--- src/rtl/riscv_pkg.sv ---
// Shared RV32I pipeline definitions: load/store funct3 codes,
// ResultSrc encoding and the memory-stage LSU state type.
package riscv_pkg;

  localparam logic [2:0] F3_LB  = 3'b000;
  localparam logic [2:0] F3_LH  = 3'b001;
  localparam logic [2:0] F3_LW  = 3'b010;
  localparam logic [2:0] F3_LBU = 3'b100;
  localparam logic [2:0] F3_LHU = 3'b101;
  localparam logic [2:0] F3_SB  = 3'b000;
  localparam logic [2:0] F3_SH  = 3'b001;
  localparam logic [2:0] F3_SW  = 3'b010;

  localparam logic [1:0] RES_MEM = 2'b01;

  localparam logic [1:0] SZ_B = 2'b00;
  localparam logic [1:0] SZ_H = 2'b01;

  typedef enum logic [1:0] {
    IDLE,
    REQ,
    WAIT_RV,
    DONE
  } lsu_state_t;

endpackage

--- src/rtl/lsu_align.sv ---
// Byte-lane steering: byte enables, store lane replication and
// load lane extraction with sign/zero extension.
module lsu_align
  import riscv_pkg::*;
(
  input  logic [2:0]  funct3,
  input  logic [1:0]  off,
  input  logic        store,
  input  logic [31:0] wdata,
  input  logic [31:0] rdata,
  output logic [3:0]  be,
  output logic [31:0] sdata,
  output logic [31:0] ldata
);

  logic [1:0]  eff;
  logic [7:0]  b;
  logic [15:0] h;

  // Low offset bits beyond the access size are dropped (force-align).
  always_comb begin
    eff   = 2'b00;
    b     = 8'h00;
    h     = 16'h0000;
    be    = 4'hf;
    sdata = wdata;
    ldata = rdata;
    unique case (1'b1)
      (funct3[1:0] == SZ_B): begin
        eff   = off;
        b     = rdata[{eff, 3'b000} +: 8];
        be    = 4'b0001 << eff;
        sdata = {4{wdata[7:0]}};
        ldata = funct3[2] ? {24'h0, b}
                          : {{24{b[7]}}, b};
      end
      (funct3[1:0] == SZ_H): begin
        eff   = {off[1], 1'b0};
        h     = eff[1] ? rdata[31:16]
                       : rdata[15:0];
        be    = 4'b0011 << eff;
        sdata = {2{wdata[15:0]}};
        ldata = funct3[2] ? {16'h0, h}
                          : {{16{h[15]}}, h};
      end
      default: begin
        eff = 2'b00;
      end
    endcase
    if (!store) be = 4'hf;
  end

endmodule

--- src/rtl/mem_stage_lsu.sv ---
// MEM-stage load/store unit on a req/gnt/rvalid data bus.
// Define MISALIGN_TRAP_EN to trap misaligned accesses.
module mem_stage_lsu
  import riscv_pkg::*;
#(
  parameter int ADDR_W      = 32,
  parameter int BUS_TIMEOUT = 0
) (
  input  logic              clk,
  input  logic              n_rst,
  input  logic              MemWriteM,
  input  logic [1:0]        ResultSrcM,
  input  logic [2:0]        funct3M,
  input  logic [31:0]       ALUResultM,
  input  logic [31:0]       WriteDataM,
  input  logic              tbman_selM,
  output logic              dmem_req,
  output logic              dmem_we,
  output logic [ADDR_W-1:0] dmem_addr,
  output logic [3:0]        dmem_be,
  output logic [31:0]       dmem_wdata,
  input  logic              dmem_gnt,
  input  logic              dmem_rvalid,
  input  logic [31:0]       dmem_rdata,
  output logic              stallM,
  output logic [31:0]       ReadDataM,
  output logic              lsu_errM
);

  localparam bit TO_EN = BUS_TIMEOUT > 0;

  lsu_state_t        state;
  logic [ADDR_W-1:0] addr_q;
  logic [2:0]        f3_q;
  logic [1:0]        off_q;
  logic              we_q;
  logic [31:0]       wd_q;
  logic [31:0]       rd_q;
  logic              err_q;
  logic [15:0]       cnt;

  logic              access;
  logic              trap;
  logic              issue;
  logic              held;
  logic              timeout;
  logic              cur_we;
  logic [2:0]        cur_f3;
  logic [1:0]        cur_off;
  logic [31:0]       cur_wd;
  logic [ADDR_W-1:0] cur_addr;
  logic [3:0]        be;
  logic [31:0]       sdata;
  logic [31:0]       ldata;

  assign access = (MemWriteM | (ResultSrcM == RES_MEM))
                & ~tbman_selM;

`ifdef MISALIGN_TRAP_EN
  logic misal;
  always_comb begin
    misal = 1'b0;
    unique case (1'b1)
      funct3M[1]:
        misal = ALUResultM[1:0] != 2'b00;
      (funct3M[1:0] == SZ_H):
        misal = ALUResultM[0];
      default:
        misal = 1'b0;
    endcase
  end
  assign trap = access & misal;
`else
  assign trap = 1'b0;
`endif

  assign issue = (state == IDLE) & access & ~trap;
  assign held  = state != IDLE;

  // Once issued, the bus sees only the captured copy.
  assign cur_we   = held ? we_q  : MemWriteM;
  assign cur_f3   = held ? f3_q  : funct3M;
  assign cur_off  = held ? off_q : ALUResultM[1:0];
  assign cur_wd   = held ? wd_q  : WriteDataM;
  assign cur_addr = held ? addr_q
                  : ADDR_W'(ALUResultM & 32'hffff_fffc);

  assign timeout = TO_EN
                && (int'(cnt) + 1 >= BUS_TIMEOUT);

  lsu_align u_align (
    .funct3 (cur_f3),
    .off    (cur_off),
    .store  (cur_we),
    .wdata  (cur_wd),
    .rdata  (dmem_rdata),
    .be     (be),
    .sdata  (sdata),
    .ldata  (ldata)
  );

  assign dmem_req   = n_rst & (issue | (state == REQ));
  assign dmem_we    = dmem_req & cur_we;
  assign dmem_addr  = dmem_req ? cur_addr : '0;
  assign dmem_be    = dmem_req ? be : 4'h0;
  assign dmem_wdata = dmem_req ? sdata : 32'h0;

  assign stallM = n_rst & (issue
                | (state == REQ)
                | (state == WAIT_RV));

  assign ReadDataM = rd_q;
  assign lsu_errM  = err_q
                   | (n_rst & (state == IDLE) & trap);

  always_ff @(posedge clk or negedge n_rst) begin
    if (!n_rst) begin
      state  <= IDLE;
      addr_q <= '0;
      f3_q   <= 3'b000;
      off_q  <= 2'b00;
      we_q   <= 1'b0;
      wd_q   <= 32'h0;
      rd_q   <= 32'h0;
      err_q  <= 1'b0;
      cnt    <= 16'd0;
    end else begin
      err_q <= 1'b0;
      unique case (state)
        IDLE: begin
          if (issue) begin
            addr_q <= cur_addr;
            f3_q   <= funct3M;
            off_q  <= ALUResultM[1:0];
            we_q   <= MemWriteM;
            wd_q   <= WriteDataM;
            if (dmem_gnt) begin
              state <= MemWriteM ? DONE : WAIT_RV;
              cnt   <= 16'd0;
            end else begin
              state <= REQ;
              cnt   <= 16'd1;
            end
          end
        end
        REQ: begin
          if (dmem_gnt) begin
            state <= we_q ? DONE : WAIT_RV;
            cnt   <= 16'd0;
          end else if (timeout) begin
            state <= DONE;
            err_q <= 1'b1;
            rd_q  <= 32'h0;
          end else begin
            cnt <= cnt + 16'd1;
          end
        end
        WAIT_RV: begin
          if (dmem_rvalid) begin
            rd_q  <= ldata;
            state <= DONE;
          end else if (timeout) begin
            state <= DONE;
            err_q <= 1'b1;
            rd_q  <= 32'h0;
          end else begin
            cnt <= cnt + 16'd1;
          end
        end
        DONE: begin
          state <= IDLE;
          cnt   <= 16'd0;
        end
        default: state <= IDLE;
      endcase
    end
  end

endmodule
--- config.mk ---
export PLATFORM = sky130hd
export DESIGN_NAME = mem_stage_lsu
export DESIGN_NICKNAME = d
export VERILOG_FILES = /design/src/rtl/riscv_pkg.sv /design/src/rtl/lsu_align.sv /design/src/rtl/mem_stage_lsu.sv
export SDC_FILE = /design/constraint.sdc
export NUM_CORES = 1
export LEC_CHECK = 0
export CORE_ASPECT_RATIO = 1.25
export CORE_UTILIZATION = 46
export CTS_CLUSTER_SIZE = 20
export DETAILED_ROUTE_END_ITERATION = 10
export GPL_TIMING_DRIVEN = 0
export PLACE_DENSITY = 0.81
export SYNTH_ARGS = -nofsm -noshare
export SYNTH_HDL_FRONTEND = slang
export SYNTH_SLANG_ARGS = --single-unit
--- constraint.sdc ---
create_clock -name clk -period 2.7 [get_ports clk]
set_clock_uncertainty 0.05 [all_clocks]
set_input_delay 0.54 -clock clk [delete_from_list [all_inputs] [get_ports clk]]
set_output_delay 0.54 -clock clk [all_outputs]
set_load 0.02 [all_outputs]
# Yosys cells after proc, flatten, opt, wreduce, memory -nomap -nowiden
# Cells that the tools add are included.
# classes
n_eq_ne	8
n_shift	3
mux	22
bitwise_logic	9
n_reduce_logical	6
# ops
op	n
2-to-1 mux 32 bit	6
case mux 32 bit (2 select lines)	2
variable part select 32 x 6 -> 8 bit	1
2-to-1 mux 16 bit	1
2-to-1 mux 2 bit	5
2-to-1 mux 4 bit	2
case mux 2 bit (4 select lines)	1
case mux 4 bit (2 select lines)	1
equality test 2 x 1 -> 1 bit (second input constant)	3
!= test 2 bit (second input constant)	3
bitwise AND 1 bit	5
equality test 2 bit (second input constant)	2
zero test 2 bit	2
AND reduction 2 bit	2
left shift 1 x 2 -> 4 bit (first input constant)	1
left shift 2 x 2 -> 4 bit (first input constant)	1
2-to-1 mux 1 bit	3
2-to-1 mux 3 bit	1
OR 1 bit	3
AND reduction 3 bit	1
nonzero test 2 bit	1
NOT 1 bit	1
# totals
ff_bits	104
input_bits	107
out_inout_bits	104
word_cells	55

# Depth between registers and ports, before layout
# Gate-level depths: netlist (run 1).
# depth
depth_word	7
ltp_mapped	10
ltp_nobuf	8

# Hierarchy
# Synthesis (run 1) repeated with hierarchy kept, for this count alone.
# hier_totals
hier_cells	700
hier_area_um2	6297.3
# modules_own_cells
module	instances	cells_per_inst	area_each_um2	seq_area_each_um2
mem_stage_lsu	1	540	5193.7	2602.5
lsu_align	1	160	1103.6	0.0

# Worst setup path after synthesis (run 1)
# No wires, ideal clock.
# synth_path
path_kind	register to output
startpoint	register state[0]
endpoint	output dmem_wdata[24]
arrival_ns	2.161
required_ns	2.110
path_slack_ns	-0.051
path_stages_with_launch	8
path_buffers	2
path_cell_list	dfrtp_1 inv_1 ha_1 buf_6 buf_6 mux2i_2 o21ai_0 a211oi_1
# synth_between
elab_chain_cells	5
elab_cells_between_ends	12
cone_classes	eq/ne (2); mux (4); bitwise (3); reduce/logical (3)
# synth_lines
element	line	text
from (decl)	mem_stage_lsu.sv:32	lsu_state_t state;
from (signal assigned)	mem_stage_lsu.sv:138	state <= MemWriteM ? DONE : WAIT_RV;
from (signal assigned)	mem_stage_lsu.sv:148	state <= we_q ? DONE : WAIT_RV;
nonzero test 2 bit / zero test 2 bit (equally long branches)	mem_stage_lsu.sv:78, mem_stage_lsu.sv:77	
2-to-1 mux 3 bit / bitwise AND 1 bit (equally long branches)	mem_stage_lsu.sv:82, mem_stage_lsu.sv:77	
equality test 2 x 1 -> 1 bit (tied with other cells)	lsu_align.sv:37	(funct3[1:0] == SZ_H): begin
case mux 32 bit (2 select lines) / bitwise AND 1 bit (equally long branches)	lsu_align.sv:28, mem_stage_lsu.sv:102	
2-to-1 mux 32 bit (*)	mem_stage_lsu.sv:106	assign dmem_wdata = dmem_req ? sdata : 32'h0;
to (decl)	mem_stage_lsu.sv:21	output logic [31:0] dmem_wdata,
# Every way passes the cells marked *; elsewhere a longest branch is shown, timed or not.

# Worst setup path in the final report (run 1)
# layout_path
startpoint	register state[0]
endpoint	output dmem_wdata[30]
# The elaborated chain is that of the path after synthesis.

==> run summary, run 1 <==
Synth warn: 0
Slew Viols, Final: 0
Max transition margin: 60.33%
Antenna violations before repair: 0
Router iterations before antenna repair: 5
Site Rows: 47
Max-Cap Viols: 0
Yosys cell types: 51
Avg Cell Area, Syn: 8.448 um^2
Final period utilization: 106.1%
Top FF cell, synth: dfrtp_1
Vias in the first global route: 6585
VDD IR max: 0.0005893 V
Cell count after synthesis: 737
Syn-to-layout area delta: 56.49%
Hold Crit Class: input pin to async pin
Avg WL per Cell: 19.37 um
Global-route wire length before repair: 34830 um
Fin crit period: 2864 ps
Vias per std cell: 5.827
CTS Sinks: 104
Die width: 106.1 um
Leak: 0.004481 uW
Antenna diodes: 0
Hold buffers post-CTS: 0
Final setup margin: -164.0 ps
Power Dens Cells: 1246 nW/um^2
RD Place Congestion: 0.8799
Crit-path max cell delay: 400 ps
Critical path data arrival time: 2270 ps
Grt ovf: 0
H-tree Lvls: 3
Die extent in y: 132.1 um
CTS tree: yes
Hold Vio Cnt, Final: 0
Final Cell Area: 9743 um^2
Setup TNS: -4370 ps
Crit-path slowest cell: dfrtp_1
Worst-path cell chain: inv_2 > ha_4 > buf_8 > buf_12 > mux2i_4 > buf_12 > o21ai_2 > a211oi_2 > buf_2
RSZ-0062 raised after global routing: yes
Total Power: 12140 uW
Post-synth EDFFs: 0
Count leader, synth: nand2_1
Starting density of the core: 47.05%
Synth top area share: 41.80%
Final setup viols: 68
Port Buf Inserts: 209
Critical path launch point type: flip-flop
Mapped Nets: 847
Clock latency on the worst-skew pair: 360 ps
Cell taking the most area after synthesis: dfrtp_1
Residual DRC count: 0
Crit Path Class: flip-flop to output port
Max Freq: 349.2 MHz
Most frequent cells after synthesis: 238 x nand2_1, 104 x dfrtp_1, 77 x nor2_1, 58 x mux2i_1, 26 x a21oi_1
Worst Path Required: 2110 ps
Crit path capture type: output port
Largest net degree at the start of global routing: 55
Worst slew pin tran: 595.0 ps
Cell area after synthesis: 6226 um^2
Tot GR Track Use: 31.81%
Status: finished, violations left
1st-iter DRT viols: 581
Reg clk slew, reported paths: 70 ps
Root Driver: clkbuf_16
Final WL: 22840 um
Synth area leaders: dfrtp_1 42%, nand2_1 14%, mux2i_1 9.3%, nor2_1 4.6%, a211oi_1 2.9%
CORE AREA: 13230 um^2
Routed vias: 6870
Cell area after placement: 8582 um^2
Failing checks: setup timing
Fraction of layout cells with a size suffix above 1: 26.98%
Crit-path max FO: 8
Synth Register Bits: 104
CTS buffer count: 9
I/O pin count: 211
Final ANT Viol Nets: 0
Clock Tree Buf Depth: 2
Asr flop ratio synth: 100.0%
NumNets Final: 1115
Part of the Yosys area used for sequential elements: 41.80%
Die footprint: 14010 um^2
Crit path top cell by count: buf_12
HPWL Detailed: 15000 um
## final cells by class
cell class | count | area [um^2]
clock buffer | 10 | 239.0
timing repair buffer | 258 | 2399
sequential | 104 | 2603
buffer | 49 | 466.7
fill | 932 | 3488
inverter | 9 | 33.78
tap | 171 | 214.0
clock inverter | 4 | 70.07
multi-input combinational | 574 | 3719
## metal layers
layer	GRT usage, %	wire length (um)	share of wire [%]
met1	39.72	8613	38
met2	53.59	11200	49
met3	6.476	1974	8.6
met4	12.96	1056	4.6
met5	0	0	0
## critical path, delay by kind of cell (launching register included)
family	cells	cell delay, ps
muxes	1	280
buffers and inverters	5	730
AOI/OAI and AO/OA	2	320
adders and majority gates	1	180
DFF	1	400
## per-stage QoR
stage / hold WS (ps) / utilization [%] / cells / setup WS [ps]
6_report: 58.24 / 73.64 / 1179 / -164.0
5_1_grt: 85.25 / 73.64 / 1179 / -223.1
4_1_cts: 68.36 / 71.04 / 1165 / -107.9
3_5_place_dp: 410.4 / 64.86 / 1118 / -903.4
3_3_place_gp: 401.6 / 64.67 / 1117 / -4735
2_1_floorplan: 194.4 / - / 737 / 2.118
## cell families (layout without fill, tap and decap cells)
logic type	count (synthesis)	count (layout)	share of synthesized area (%)
other	1	1	0.06023
adders and majority gates	3	3	0.6030
and+or+nand+nor	353	353	23.11
muxes	73	73	13.04
DFF	104	104	41.80
buffers and inverters	59	330	5.266
AOI/OAI and AO/OA	144	144	16.12
## layout by cell type (no fill, tap or decap), types with 4 or more instances in the layout
cell,n
nor2b_1,6
dfrtp_1,104
a221oi_1,10
clkbuf_16,10
dlygate4sd2_1,6
a21oi_2,8
inv_1,5
inv_2,4
mux2_4,6
a21boi_2,10
buf_1,4
mux2i_4,8
buf_12,12
buf_8,7
clkdlybuf4s50_1,132
mux2i_1,48
buf_2,42
a31oi_1,17
nand2_1,238
o21ai_2,7
buf_16,4
buf_6,16
a21oi_1,20
nor2_1,67
clkbuf_1,15
o22ai_1,16
buf_4,63
and2_1,6
nor2_2,8
a211oi_2,21
a21boi_0,5
mux2i_2,5
o21ai_0,12
## path summary, 6_finish.rpt
kind                                       from                   endpoint  slack (ps)  depth (start not counted)
max                        state[0]$_DFFE_PN0P_             dmem_wdata[30]        -160                          9
min                                       n_rst     addr_q[16]$_DFFE_PN0P_          60                          1
max reg2reg                state[0]$_DFFE_PN0P_  ReadDataM[24]$_DFFE_PN0P_         180                         13
min reg2reg                wd_q[22]$_DFFE_PN0P_       wd_q[22]$_DFFE_PN0P_         430                          2
max in group asynchronous                 n_rst   ReadDataM[9]$_DFFE_PN0P_        1920                          2
min in group clk           wd_q[22]$_DFFE_PN0P_       wd_q[22]$_DFFE_PN0P_         430                          2
## state kept, by name, summed over array words and instances (netlist names)
signal,count
ReadDataM,32
addr_q,32
f3_q,3
off_q,2
state,2
wd_q,32
we_q,1
## where the power goes
part | internal (uW) | leakage [uW] | switching [uW] | total (uW)
combinational | 3740 | 0.00305 | 4200 | 7930
clock | 826 | 0.000154 | 601 | 1430
sequential | 2290 | 0.00128 | 494 | 2780
## what timing repair did
action / CTS / global route
gates cloned: 6 / 1
buffers inserted: 27 / 14
endpoints found under the hold margin: 0 / 0
pin swaps: 19 / 20
resized for setup: 427 / 67
setup endpoints to repair: 71 / 81
(Power assumes the default switching activity.)
==> inputs of run 2 (changes only) <==
Settings changed: CELL_PAD_IN_SITES_DETAIL_PLACEMENT from default to 1, CELL_PAD_IN_SITES_GLOBAL_PLACEMENT from default to 1, CORE_UTILIZATION 46 to 34, PLACE_DENSITY 0.81 to default, PLACE_DENSITY_LB_ADDON from default to 0.1.
==> run summary, run 2 (synthesized netlist as in run 1, its figures left out) <==
Fraction of layout cells with a size suffix above 1: 26.47%
Max transition margin: 54.78%
Status: finished, violations left
VDD IR max: 0.0004296 V
Failing checks: setup timing
Hold Crit Class: input pin to async pin
Die footprint: 18860 um^2
Power Dens Cells: 1230 nW/um^2
Kind of cell adding the most delay to the critical path: buffers and inverters
HPWL Detailed: 18460 um
Final WL: 26190 um
Worst slew pin tran: 678.3 ps
NumNets Final: 1110
Die width: 123.0 um
Syn-to-layout area delta: 57.11%
Total Power: 12030 uW
Crit-path slowest cell: dfrtp_1
Final setup viols: 63
Reg clk slew, reported paths: 80 ps
Slew Viols, Final: 0
WHS: 29.43 ps
Final setup margin: -177.2 ps
Vias in the first global route: 7231
Critical path data arrival time: 2290 ps
Final period utilization: 106.6%
Root Driver: clkbuf_16
Crit path capture type: output port
Max Freq: 347.6 MHz
Routed vias: 6606
Max-Cap Viols: 0
Grt ovf: 0
Starting density of the core: 35.17%
Area of the multi-input gates: 3799 um^2
Global-route wire length before repair: 39630 um
Core Util, Final: 55.26%
Leak: 0.004453 uW
Clock latency on the worst-skew pair: 360 ps
Avg WL per Cell: 21.31 um
Most frequent cells in the layout: 234 x nand2_1, 132 x clkdlybuf4s50_1, 104 x dfrtp_1, 70 x nor2_1, 68 x buf_4
Tot GR Track Use: 27.67%
Cell Count Post-Placement: 1171
CORE AREA: 17700 um^2
CTS Sinks: 104
CTS buffer count: 9
Register Area: 2603 um^2
Worst Path Required: 2110 ps
Antenna diodes: 0
Fin crit period: 2877 ps
RSZ-0062 raised after global routing: yes
Crit Path Class: flip-flop to output port
Crit path top cell by count: buf_12
I/O pin count: 211
Crit-path max cell delay: 390 ps
Residual DRC count: 0
Critical path launch point type: flip-flop
Largest net degree at the start of global routing: 73
Worst-path cell chain: inv_2 > ha_4 > buf_12 > buf_12 > mux2i_4 > buf_12 > buf_8 > nand2_4 > o21ai_2 > a211oi_2 > buf_4
Die extent in y: 153.3 um
Antenna violations before repair: 0
CTS tree: yes
Vias per std cell: 5.375
Port Buf Inserts: 209
Fillers: 2036
Router iterations before antenna repair: 5
Final ANT Viol Nets: 0
Hold Vio Cnt, Final: 0
1st-iter DRT viols: 241
RD Place Congestion: 0.8688
Clock Tree Buf Depth: 2
Most common cell after layout, fill and taps aside: nand2_1
Crit-path max FO: 7
Post-route insts no fill: 1229
H-tree Lvls: 3
Buffer and inverter count on the worst path: 6
Site Rows: 54
Setup TNS: -6257 ps
[run 2: what timing repair did]
action | 4_1_cts | 5_1_grt
setup buffers | 27 | 11
endpoints found under the setup margin | 71 | 71
hold buffers | 0 | 0
cloned | 3 | 3
resized for setup | 457 | 53
pin swaps | 11 | 21
[run 2: cell type report]
| class | instances | area share [%] |
|---|---|---|
| Multi-Input combinational cell | 574 | 38.83 |
| Sequential cell | 104 | 26.61 |
| Timing Repair Buffer | 252 | 23.74 |
| Buffer | 50 | 4.809 |
| Tap cell | 224 | 2.865 |
| Clock buffer | 11 | 2.379 |
| Clock inverter | 5 | 0.3965 |
| Inverter | 9 | 0.3709 |
[run 2: path summary, 6_finish.rpt]
check                                       from  slack [ps]                   endpoint  cells past startpoint
setup / recovery            state[0]$_DFFE_PN0P_        -180             dmem_wdata[30]                     11
hold / removal                             n_rst          30   ReadDataM[9]$_DFFE_PN0P_                      1
setup reg to reg            state[0]$_DFFE_PN0P_         190  ReadDataM[24]$_DFFE_PN0P_                     10
hold reg to reg            addr_q[7]$_DFFE_PN0P_         430      addr_q[7]$_DFFE_PN0P_                      2
max in group asynchronous                  n_rst        1980        wd_q[4]$_DFFE_PN0P_                      2
min in group clk           addr_q[7]$_DFFE_PN0P_         430      addr_q[7]$_DFFE_PN0P_                      2
[run 2: routing by layer]
metal  global-route usage, %  routed length (um)  up-vias
li1                        -                   -     3032
met1                   32.07               10360     3310
met2                   49.63               13680      209
met3                   4.851                1200       55
met4                   10.84                 957        0
met5                       0                   0        -
[run 2: stage by stage]
stage          area [um^2]  setup WS (ps)
3_5_place_dp          8652          -1079
6_report              9782         -177.2
2_1_floorplan         6251          2.118
4_1_cts               9452         -154.5
5_1_grt               9782         -229.8
3_3_place_gp          8623          -5028
[run 2: power by group]
part           switching (uW)  internal [uW]  leakage (uW)
clock                     640            635      0.000131
combinational            4340           3620       0.00304
sequential                499           2290       0.00128
total                    5480           6550       0.00445
==> inputs of run 3 (changes only) <==
--- a/config.mk
+++ b/config.mk
@@ -17,2 +17,3 @@
 export SYNTH_HDL_FRONTEND = slang
 export SYNTH_SLANG_ARGS = --single-unit
+export TNS_END_PERCENT = 5
==> constraint.sdc (replaced) <==
create_clock -name clk -period 2.7 [get_ports clk]
set_clock_uncertainty 0.05 [all_clocks]
set_input_delay 0.81 -clock clk [delete_from_list [all_inputs] [get_ports clk]]
set_output_delay 0.81 -clock clk [all_outputs]
set_load 0.02 [all_outputs]
==> run summary, run 3 (synthesized netlist as in run 1, its figures left out) <==
Max transition margin: 55.83%
Die extent in y: 153.3 um
Crit-path slowest cell: dfrtp_1
Failing checks: setup timing
Final setup margin: -431.9 ps
RD Place Congestion: 0.8348
Max Freq: 319.3 MHz
HPWL Detailed: 16870 um
Worst Path Required: 1840 ps
Fin crit period: 3132 ps
Largest net degree at the start of global routing: 44
Most common cell after layout, fill and taps aside: nand2_1
VDD IR max: 0.0005126 V
Hold Vio Cnt, Final: 0
Status: finished, violations left
Critical path data arrival time: 2270 ps
NumNets Final: 1112
Clock Tree Buf Depth: 2
Syn-to-layout area delta: 60.47%
Hold Crit Class: input pin to async pin
Combinational share of power: 66.1%
Final WL: 24490 um
Global-route wire length before repair: 37670 um
WHS: 242.0 ps
Die footprint: 18860 um^2
Final ANT Viol Nets: 0
Worst R2R Setup Slack: 240 ps
Grt ovf: 0
Setup TNS: -23620 ps
P_sw: 5415 uW
1st-iter DRT viols: 272
Worst slew pin tran: 662.6 ps
Worst r2r src: state[0]$_DFFE_PN0P_
Final setup viols: 71
Final period utilization: 116.0%
Buffer and inverter count on the worst path: 6
Worst-path cell chain: inv_2 > ha_4 > buf_8 > buf_12 > buf_8 > buf_12 > mux2_2 > o21ai_2 > a211oi_2 > buf_4
RSZ-0062 raised after global routing: yes
CORE AREA: 17700 um^2
Residual DRC count: 0
Slew Viols, Final: 0
Vias per std cell: 5.220
Sw frac: 44.69%
Fraction of layout cells with a size suffix above 1: 27.41%
Core Util, Final: 56.44%
Internal: 6702 uW
Root Driver: clkbuf_16
Clock latency on the worst-skew pair: 360 ps
Reg clk slew, reported paths: 80 ps
CTS buffer count: 9
H-tree Lvls: 3
Max-Cap Viols: 0
Router iterations before antenna repair: 4
I/O pin count: 211
Fraction of power consumed by sequential logic: 23.0%
Avg WL per Cell: 19.88 um
Clock network power share: 10.9%
CP Launch Point: state[0]$_DFFE_PN0P_
Crit-path max FO: 8
Vias in the first global route: 6889
Starting density of the core: 35.17%
Crit-path max cell delay: 390 ps
Port Buf Inserts: 209
Kind of cell adding the most delay to the critical path: buffers and inverters
Crit path capture type: output port
Most frequent cells in the layout: 236 x nand2_1, 129 x clkdlybuf4s50_1, 104 x dfrtp_1, 69 x nor2_1, 53 x buf_4
Critical path launch point type: flip-flop
CTS Sinks: 104
Tot GR Track Use: 26.06%
Crit Path Class: flip-flop to output port
Die width: 123.0 um
Antenna violations before repair: 2
Site Rows: 54
Power Dens Cells: 1213 nW/um^2
CTS tree: yes
Routed vias: 6431
Leak: 0.004507 uW
run 3: worst reg2reg max path: stages (launching register included):
cell and delay, ps:
dfrtp_1 390, inv_2 80, buf_4 120, ha_1 260, and2_1 160, clkbuf_1 350, buf_2 310, clkbuf_1 430
nor2_1 80, a21oi_1 150
run 3: cell type report:
cell class | count | area (um^2)
antenna | 1 | 2.502
fill | 2049 | 7711
multi-input combinational | 574 | 3805
tap | 224 | 280.3
timing repair buffer | 254 | 2470
clock inverter | 4 | 28.78
inverter | 9 | 41.29
sequential | 104 | 2603
buffer | 50 | 504.2
clock buffer | 12 | 256.5
run 3: power groups by stage:
stage	Combinational [uW]	Sequential (uW)	Clock, uW
after floorplan	3880	2930	0
after global placement	6240	2730	0
after detailed placement	6340	2750	0
after CTS	7540	2770	1340
after global routing	8610	2860	1380
final	8010	2780	1320
run 3: stage by stage:
step / worst slack (ps) / instances / instance area [um^2] / total power [uW]
finish: -431.9 / 1232 / 9991 / 12120
global placement: -5055 / 1170 / 8737 / 8975
CTS: -427.6 / 1221 / 9708 / 11640
floorplan: -165.1 / 737 / 6365 / 6808
global route: -500.2 / 1232 / 9991 / 12850
detailed placement: -1524 / 1171 / 8766 / 9095
run 3: path summary, 6_finish.rpt:
kind	endpoint	cells after the start
min in group clk	wd_q[16]$_DFFE_PN0P_	2
hold reg to reg	wd_q[16]$_DFFE_PN0P_	2
setup reg to reg	ReadDataM[9]$_DFFE_PN0P_	9
hold / removal	ReadDataM[25]$_DFFE_PN0P_	1
max in group asynchronous	ReadDataM[7]$_DFFE_PN0P_	2
setup / recovery	dmem_wdata[28]	10
run 3: repair_timing:
item / in CTS / in global routing
gates cloned: 6 / 3
resized for setup: 460 / 44
pin swaps: 16 / 13
buffers inserted: 28 / 8
endpoints found under the setup margin: 71 / 71
hold buffers: 0 / 0
run 3: metal layers:
layer / wire length [um] / global-route usage [%] / share of wire, %
met5: 0 / 0 / 0
met4: 661 / 9.925 / 2.7
met3: 1130 / 3.881 / 4.6
met2: 12300 / 44.49 / 50
met1: 10400 / 32.71 / 42
